<file path="src/rtl/qpolicy_rollout.sv">
// Greedy rollout engine over a trained 5x5 Q-table: reads four Q-values per cell,
// takes the signed argmax, moves (clamped) and streams each move over valid/ready.
module qpolicy_rollout #(
  parameter int unsigned QW        = 16,
  parameter int unsigned MAX_STEPS = 24
) (
  input  logic                 clk,
  input  logic                 reset_n,
  input  logic                 start,
  output logic                 q_rd_en,
  output logic [2:0]           q_rd_x,
  output logic [2:0]           q_rd_y,
  output logic [1:0]           q_rd_a,
  input  logic signed [QW-1:0] q_rd_data,
  output logic                 mv_valid,
  input  logic                 mv_ready,
  output logic [1:0]           mv_action,
  output logic [2:0]           mv_x,
  output logic [2:0]           mv_y,
  output logic                 busy,
  output logic                 done,
  output logic [1:0]           result,
  output logic [4:0]           steps
);

  localparam int unsigned CW = 3;
  localparam int unsigned AW = 2;
  localparam int unsigned RW = 2;
  localparam int unsigned SW = 5;

  localparam logic [RW-1:0] RES_GOAL    = 2'd1;
  localparam logic [RW-1:0] RES_HOLE    = 2'd2;
  localparam logic [RW-1:0] RES_TIMEOUT = 2'd3;

  typedef enum logic [2:0] {
    S_IDLE = 3'd0,
    S_READ = 3'd1,
    S_LAST = 3'd2,
    S_EMIT = 3'd3,
    S_FIN  = 3'd4
  } state_e;

  state_e                state_q, state_d;
  logic [AW-1:0]         rd_cnt_q, rd_cnt_d;
  logic [CW-1:0]         pos_x_q, pos_x_d;
  logic [CW-1:0]         pos_y_q, pos_y_d;
  logic signed [QW-1:0]  best_val_q, best_val_d;
  logic [AW-1:0]         best_act_q, best_act_d;
  logic                  q_rd_en_q, q_rd_en_d;
  logic [AW-1:0]         q_rd_a_q, q_rd_a_d;
  logic                  mv_valid_q, mv_valid_d;
  logic [AW-1:0]         mv_action_q, mv_action_d;
  logic                  busy_q, busy_d;
  logic                  done_q, done_d;
  logic [RW-1:0]         result_q, result_d;
  logic [SW-1:0]         steps_q, steps_d;

  logic [AW-1:0]         act_c;
  logic                  at_goal_c;
  logic                  at_hole_c;

  // Final argmax step: action 3 wins only on a strictly greater value.
  assign act_c     = (q_rd_data > best_val_q) ? AW'(3) : best_act_q;
  assign at_goal_c = (pos_x_q == CW'(4)) && (pos_y_q == CW'(4));
  assign at_hole_c = ((pos_x_q == CW'(1)) && (pos_y_q == CW'(0))) ||
                     ((pos_x_q == CW'(3)) && (pos_y_q == CW'(1))) ||
                     ((pos_x_q == CW'(4)) && (pos_y_q == CW'(2))) ||
                     ((pos_x_q == CW'(1)) && (pos_y_q == CW'(3)));

  // Next-state and next-output logic.
  always_comb begin
    state_d     = state_q;
    rd_cnt_d    = rd_cnt_q;
    pos_x_d     = pos_x_q;
    pos_y_d     = pos_y_q;
    best_val_d  = best_val_q;
    best_act_d  = best_act_q;
    q_rd_en_d   = q_rd_en_q;
    q_rd_a_d    = q_rd_a_q;
    mv_valid_d  = mv_valid_q;
    mv_action_d = mv_action_q;
    busy_d      = busy_q;
    done_d      = done_q;
    result_d    = result_q;
    steps_d     = steps_q;

    case (state_q)
      S_IDLE: begin
        if (start) begin
          pos_x_d   = '0;
          pos_y_d   = '0;
          steps_d   = '0;
          result_d  = '0;
          done_d    = 1'b0;
          busy_d    = 1'b1;
          q_rd_en_d = 1'b1;
          q_rd_a_d  = '0;
          rd_cnt_d  = '0;
          state_d   = S_READ;
        end
      end

      S_READ: begin
        rd_cnt_d = rd_cnt_q + AW'(1);
        // Data trails the address by one cycle, so it belongs to action rd_cnt-1.
        if (rd_cnt_q == AW'(1)) begin
          best_val_d = q_rd_data;
          best_act_d = '0;
        end else if ((rd_cnt_q != AW'(0)) && (q_rd_data > best_val_q)) begin
          best_val_d = q_rd_data;
          best_act_d = rd_cnt_q - AW'(1);
        end
        if (rd_cnt_q == AW'(3)) begin
          q_rd_en_d = 1'b0;
          state_d   = S_LAST;
        end else begin
          q_rd_a_d  = rd_cnt_q + AW'(1);
        end
      end

      S_LAST: begin
        case (act_c)
          2'd0:    if (pos_y_q != CW'(4)) pos_y_d = pos_y_q + CW'(1);
          2'd1:    if (pos_y_q != CW'(0)) pos_y_d = pos_y_q - CW'(1);
          2'd2:    if (pos_x_q != CW'(0)) pos_x_d = pos_x_q - CW'(1);
          default: if (pos_x_q != CW'(4)) pos_x_d = pos_x_q + CW'(1);
        endcase
        mv_action_d = act_c;
        mv_valid_d  = 1'b1;
        steps_d     = steps_q + SW'(1);
        state_d     = S_EMIT;
      end

      S_EMIT: begin
        if (mv_ready) begin
          mv_valid_d = 1'b0;
          if (at_goal_c) begin
            result_d = RES_GOAL;
            state_d  = S_FIN;
          end else if (at_hole_c) begin
            result_d = RES_HOLE;
            state_d  = S_FIN;
          end else if (steps_q == SW'(MAX_STEPS)) begin
            result_d = RES_TIMEOUT;
            state_d  = S_FIN;
          end else begin
            q_rd_en_d = 1'b1;
            q_rd_a_d  = '0;
            rd_cnt_d  = '0;
            state_d   = S_READ;
          end
        end
      end

      S_FIN: begin
        busy_d  = 1'b0;
        done_d  = 1'b1;
        state_d = S_IDLE;
      end

      default: state_d = S_IDLE;
    endcase
  end

  always_ff @(posedge clk or negedge reset_n) begin
    if (!reset_n) begin
      state_q     <= S_IDLE;
      rd_cnt_q    <= '0;
      pos_x_q     <= '0;
      pos_y_q     <= '0;
      best_val_q  <= '0;
      best_act_q  <= '0;
      q_rd_en_q   <= 1'b0;
      q_rd_a_q    <= '0;
      mv_valid_q  <= 1'b0;
      mv_action_q <= '0;
      busy_q      <= 1'b0;
      done_q      <= 1'b0;
      result_q    <= '0;
      steps_q     <= '0;
    end else begin
      state_q     <= state_d;
      rd_cnt_q    <= rd_cnt_d;
      pos_x_q     <= pos_x_d;
      pos_y_q     <= pos_y_d;
      best_val_q  <= best_val_d;
      best_act_q  <= best_act_d;
      q_rd_en_q   <= q_rd_en_d;
      q_rd_a_q    <= q_rd_a_d;
      mv_valid_q  <= mv_valid_d;
      mv_action_q <= mv_action_d;
      busy_q      <= busy_d;
      done_q      <= done_d;
      result_q    <= result_d;
      steps_q     <= steps_d;
    end
  end

  // Read address and move payload both come straight from the position register.
  assign q_rd_en   = q_rd_en_q;
  assign q_rd_x    = pos_x_q;
  assign q_rd_y    = pos_y_q;
  assign q_rd_a    = q_rd_a_q;
  assign mv_valid  = mv_valid_q;
  assign mv_action = mv_action_q;
  assign mv_x      = pos_x_q;
  assign mv_y      = pos_y_q;
  assign busy      = busy_q;
  assign done      = done_q;
  assign result    = result_q;
  assign steps     = steps_q;

endmodule

</file>
<file path="config.mk">
export PLATFORM = sky130hd
export DESIGN_NAME = qpolicy_rollout
export DESIGN_NICKNAME = d
export VERILOG_FILES = /design/src/rtl/qpolicy_rollout.sv
export SDC_FILE = /design/constraint.sdc
export NUM_CORES = 1
export LEC_CHECK = 0
export CORE_MARGIN = 10
export CORE_UTILIZATION = 41
export CTS_CLUSTER_SIZE = 28
export DETAILED_ROUTE_END_ITERATION = 16
export PLACE_DENSITY_LB_ADDON = 0.25
export SETUP_SLACK_MARGIN = 0.02
export SYNTH_ARGS = -nofsm -noshare
export SYNTH_HDL_FRONTEND = slang
export SYNTH_SLANG_ARGS = --single-unit
</file>
<file path="constraint.sdc">
create_clock -name clk -period 3 [get_ports clk]
set_clock_uncertainty 0.05 [all_clocks]
set_input_delay 0.45 -clock clk [delete_from_list [all_inputs] [get_ports clk]]
set_output_delay 0.45 -clock clk [all_outputs]
set_load 0.005 [all_outputs]
</file>
Word-level counts from Yosys, hierarchy flattened

Index checks and enable logic that the tools add are counted.

Bits in registers: 44
Bits of input ports: 20
Output and inout bits: 27
Word-level logic and storage cells: 135

$add $sub $neg: 7
$lt $le $gt $ge: 1
Eq/ne operators: 32
Muxes and demuxes: 48
Reduce and logical (&&, ||, !) cells: 33

Operators by type and width:

| operator                                                        | count |
|---|---|
| 3-bit 2-to-1 mux                                                | 11 |
| 16-bit 2-to-1 mux                                               | 2 |
| 2-bit 2-to-1 mux                                                | 13 |
| 3-bit one-hot mux with 2 select lines                           | 4 |
| 3-bit != test, second input constant                            | 7 |
| 16-bit > comparator                                             | 1 |
| 2-bit != test, second input constant                            | 8 |
| 3-bit by 2-bit == test with 1-bit output, second input constant | 5 |
| 7-bit AND reduction                                             | 2 |
| 2-bit one-hot mux with 3 select lines                           | 2 |
| 3-bit one-hot mux with 4 select lines                           | 1 |
| 2-bit nonzero test                                              | 6 |
| 5-bit one-hot mux with 2 select lines                           | 1 |
| 5-bit AND reduction                                             | 2 |
| 3-bit by 1-bit == test with 1-bit output, second input constant | 3 |
| 3-bit == test, second input constant                            | 3 |
| 3-bit nonzero test                                              | 3 |
| 1-bit 2-to-1 mux                                                | 8 |
| 2-bit AND reduction                                             | 4 |
| 3-bit by 1-bit adder with 3-bit output, second input constant   | 2 |
| 1-bit logical AND                                               | 6 |
| 3-bit logical NOT                                               | 2 |
| 1-bit one-hot mux with 2 select lines                           | 3 |
| 6-bit AND reduction                                             | 1 |
| other kinds (16)                                                | 21 |

Longest topological paths before layout

Depth after elaboration: 9
Gate-level depth with buffers: 11
Gate-level depth less buffers: 10

Worst setup path before layout

No wires, ideal clock.

Path type: input port to flip-flop
Start point: input q_rd_data[15]
End point: register pos_x_q[0], in the netlist mv_x[0]
Library setup time: 0.125 ns
Data arrival time: 2.593 ns
Required time: 2.825 ns
Setup slack: 0.233 ns
Cell stages on the path: 9
Path buffers: 0
Cells stage by stage: ha_1 nand4_2 or4_1 a21o_1 a31oi_4 nor3_4 mux2i_1 a211o_1 mux2_2

Longest elaborated chain between the ends: 6
Elaborated cells between the ends (all ways): 12
Those cells by class: order compare (1); eq/ne (5); mux (3); reduce/logical (3)

RTL lines:

| item                                                                                 | RTL line | source |
|---|---|---|
| start: declaration                                                                   | 14       | `input logic signed [QW-1:0] q_rd_data,` |
| 16-bit > comparator *                                                                | 63       | `assign act_c = (q_rd_data > best_val_q) ? AW'(3) : best_act_q;` |
| 2-bit 2-to-1 mux *                                                                   | 63       |  |
| 2-bit by 1-bit == test with 1-bit output / 2-bit logical NOT (equally long branches) | 122      | `case (act_c)` |
| 2-bit OR reduction (no line)                                                         | n/a      |  |
| 3-bit one-hot mux with 2 select lines / 2-bit != test (equally long branches)        | n/a      |  |
| 3-bit one-hot mux with 2 select lines / 5-bit AND reduction (equally long branches)  | n/a      |  |
| end signal: assignment                                                               | 184      | `pos_x_q <= pos_x_d;` |
| end: declaration                                                                     | 45       | `logic [CW-1:0] pos_x_q, pos_x_d;` |

Every way passes the cells marked *; elsewhere a longest branch is shown, timed or not.
A chain may end at the register's enable or synchronous reset.

Final worst setup path

Start point: input q_rd_data[11]
End point: register pos_x_q[0], in the netlist mv_x[0]

Same word-level chain as after synthesis.

==> results.yml <==
floorplanning:
  dieArea_um2: 10600
  coreArea_um2: 6720
  die_h_um: 103
  rows: 30
  die_x_um: 103
  io-pin-count: 47
  initial_utilization: 0.419
timing:
  setup_viol: 0
  setup_tns_ns: 0
  clock.fmax_mhz: 348
  post-route-min-period_ns: 2.88
  worstMarginPinSlew_ns: 0.995
  slew_viol_final: 0
  hold_violations: 0
  hold_ws_ns: 0.248
  relSlewSlack: 0.336
  rsz0062_at_grt: "no"
  min_period_over_period: 0.958
critical_path:
  rrSetupSlack_ns: 0.26
  cp-startpoint: "q_rd_data[11]"
  critPathLaunchType: "input port"
  timing.rr.end: "mv_x[0]$_DFFE_PN0P_"
  worst-setup-path-type: "input port to flip-flop"
  critPathMaxFanout: 4
  endpoint_kind: "flip-flop"
  rr_startpoint: "best_val_q[14]$_DFFE_PN0P_"
  ff2ff_path_depth: 10
  cp_data_arrival_time_ns: 3.02
  crit_required_ns: 3.15
logic_synthesis:
  ys_types: 53
  synth_area_leaders: "dfrtp_1 (39%), ha_1 (14%), mux2_4 (8.5%)"
  synth.top_cell.area_share: 0.391
  synth.yosys.seq_area_share: 0.391
  ys_ff_latch: 44
  synth-edff-count: 0
  postSynthAreaPerCell_um2: 10.2
  synth_flop_cell: "dfrtp_1"
  yosys-top-cells-count: "dfrtp_1 (44), ha_1 (31), nand2_1 (29), inv_1 (28), o21ai_0 (17)"
  synthArstFlopShare: 1.00
  synth_nets: 328
  syn_area_um2: 2820
  synth_most_common_cell: "dfrtp_1"
  yosys_warnings: 0
  yosysTopAreaCell: "dfrtp_1"
  synthCells: 277
detailed_routing:
  vias_per_cell: 5.20
  dr.first_iter.drc_count: 78
  wl_per_cell_um: 14.9
  routed_wl_mm: 6.09
  first_pass_iters: 4
  drc_errors: 0
  ant_nets: 0
  vias: 2121
layout:
  nNetsFinal: 378
  drive_above_1_share: 0.180
  diodes: 0
  multiInputGateArea_um2: 1650
  instances_no_fill: 408
  seqCellArea_um2: 1100
  syn_to_final_growth_pct: 29.3
  fillers: 603
clock_tree:
  ctsHtreeMaxLevel: 2
  clkTransAtPathRegs_ns: 0.09
  worstSkewPairLatency_ns: 0.30
  tritoncts: "built"
  cts_buffers: 5
  numClockSinks: 44
  root_buffer: "clkbuf_8"
  clk_path_buf_depth: 2
place:
  gp_congestion: 0.773
  place_inst: 397
  hpwl_mm: 4.44
  io_buffers: 46
global_route:
  grt_use_total: 0.114
  grt_overflow: 0
  grt_max_degree: 45
  grt_pass1_wl_mm: 9.65
  antenna_found_initial: 0
  grt_pass1_vias: 2083
status:
  outcome: "finished, final reports clean"
power_and_ir_drop:
  power_density_nw_per_um2: 1010
  finalPower_mw: 3.67
  ir_drop_v: 0.000504
  p_leak_nw: 1.69
min_path:
  hp-class: "input port to async pin"
flow_run:
  maxCapViolCount: 0
sequential cells by signal (all words and copies together) (netlist names), 3 cells and up:
| signal | flops |
|---|---|
| best_val_q | 16 |
| steps | 5 |
| mv_x | 3 |
| mv_y | 3 |
| state_q | 3 |
cells in the final DEF, fill, tap and decap left out, types with 2 or more instances in the layout:
master / count
a22oi_1: 2
a21oi_1: 10
buf_4: 10
inv_1: 28
o32ai_1: 2
a21o_1: 6
mux2_4: 16
or3_1: 3
nor2b_1: 2
nor3_2: 2
clkbuf_8: 5
nand3_1: 6
clkdlybuf4s50_1: 39
dfrtp_1: 44
dlymetal6s2s_1: 6
inv_2: 2
nor2_1: 6
o21ai_0: 16
nand2_1: 28
and3_1: 2
mux2i_1: 3
a21oi_2: 2
xor2_1: 4
nand4_1: 3
o21ai_1: 7
a311oi_1: 2
nor3_1: 3
xnor2_1: 2
ha_1: 24
a22o_1: 4
ha_4: 7
worst max path at each step:
stage | slack [ns] | cells after the start | end
floorplan | 0.23 | 9 | mv_x[0]$_DFFE_PN0P_
global placement | -0.30 | 10 | mv_x[0]$_DFFE_PN0P_
detailed placement | -0.33 | 10 | mv_x[0]$_DFFE_PN0P_
CTS | 0.009 | 10 | mv_x[0]$_DFFE_PN0P_
global route | 0.04 | 11 | mv_x[0]$_DFFE_PN0P_
finish | 0.12 | 10 | mv_x[0]$_DFFE_PN0P_
metal layers:
| metal | part of all wire | up-vias | global-route usage |
|---|---|---|---|
| met5 | 0 | - | 0 |
| met2 | 0.48 | 47 | 0.189 |
| li1 | - | 1064 | - |
| met3 | 0.048 | 8 | 0.0288 |
| met1 | 0.46 | 1002 | 0.143 |
| met4 | 0.012 | 0 | 0.0353 |
cells by family after synthesis:
kind of cell | Yosys count | share of synthesized area
adder cells (fa/ha/maj) | 31 | 0.138
flip-flops | 44 | 0.391
AND/OR/NAND/NOR | 67 | 0.122
buffers and inverters | 44 | 0.0720
AO/OA/AOI/OAI | 64 | 0.155
multiplexers | 21 | 0.104
XOR/XNOR | 6 | 0.0187
critical path: stages:
cell	delay (ns)
clkdlybuf4s50_1	0.43
ha_1	0.32
nand2_2	0.09
or4_4	0.52
a21o_1	0.20
a31oi_4	0.21
nor3_4	0.10
mux2i_1	0.14
a211o_1	0.30
mux2_2	0.26
area by class of cell:
type                       count  share of cell area
clock buffer                   6              0.0199
clock inverter                 2             0.00962
inverter                      30              0.0309
multi-input combinational    189               0.454
sequential                    44               0.302
tap                           80              0.0275
timing repair buffer          57               0.155
per-stage QoR:
step	worst slack [ns]	util	instance area, um2
2_1_floorplan	0.233	-	2820
3_3_place_gp	-0.299	0.499	3350
6_report	0.125	0.542	3640
4_1_cts	0.00949	0.517	3470
5_1_grt	0.0372	0.542	3640
3_5_place_dp	-0.335	0.499	3350
report_power, final:
| part | switching, mW | internal (mW) | total (mW) |
|---|---|---|---|
| combinational | 0.928 | 1.17 | 2.10 |
| sequential | 0.252 | 0.857 | 1.11 |
| clock | 0.213 | 0.247 | 0.461 |
what timing repair did:
item,in CTS,in global routing
hold buffers,0,0
setup buffers,0,3
gates resized for setup,2,21
pin swaps,0,11
setup endpoints to repair,18,21
(Power assumes the default switching activity.)
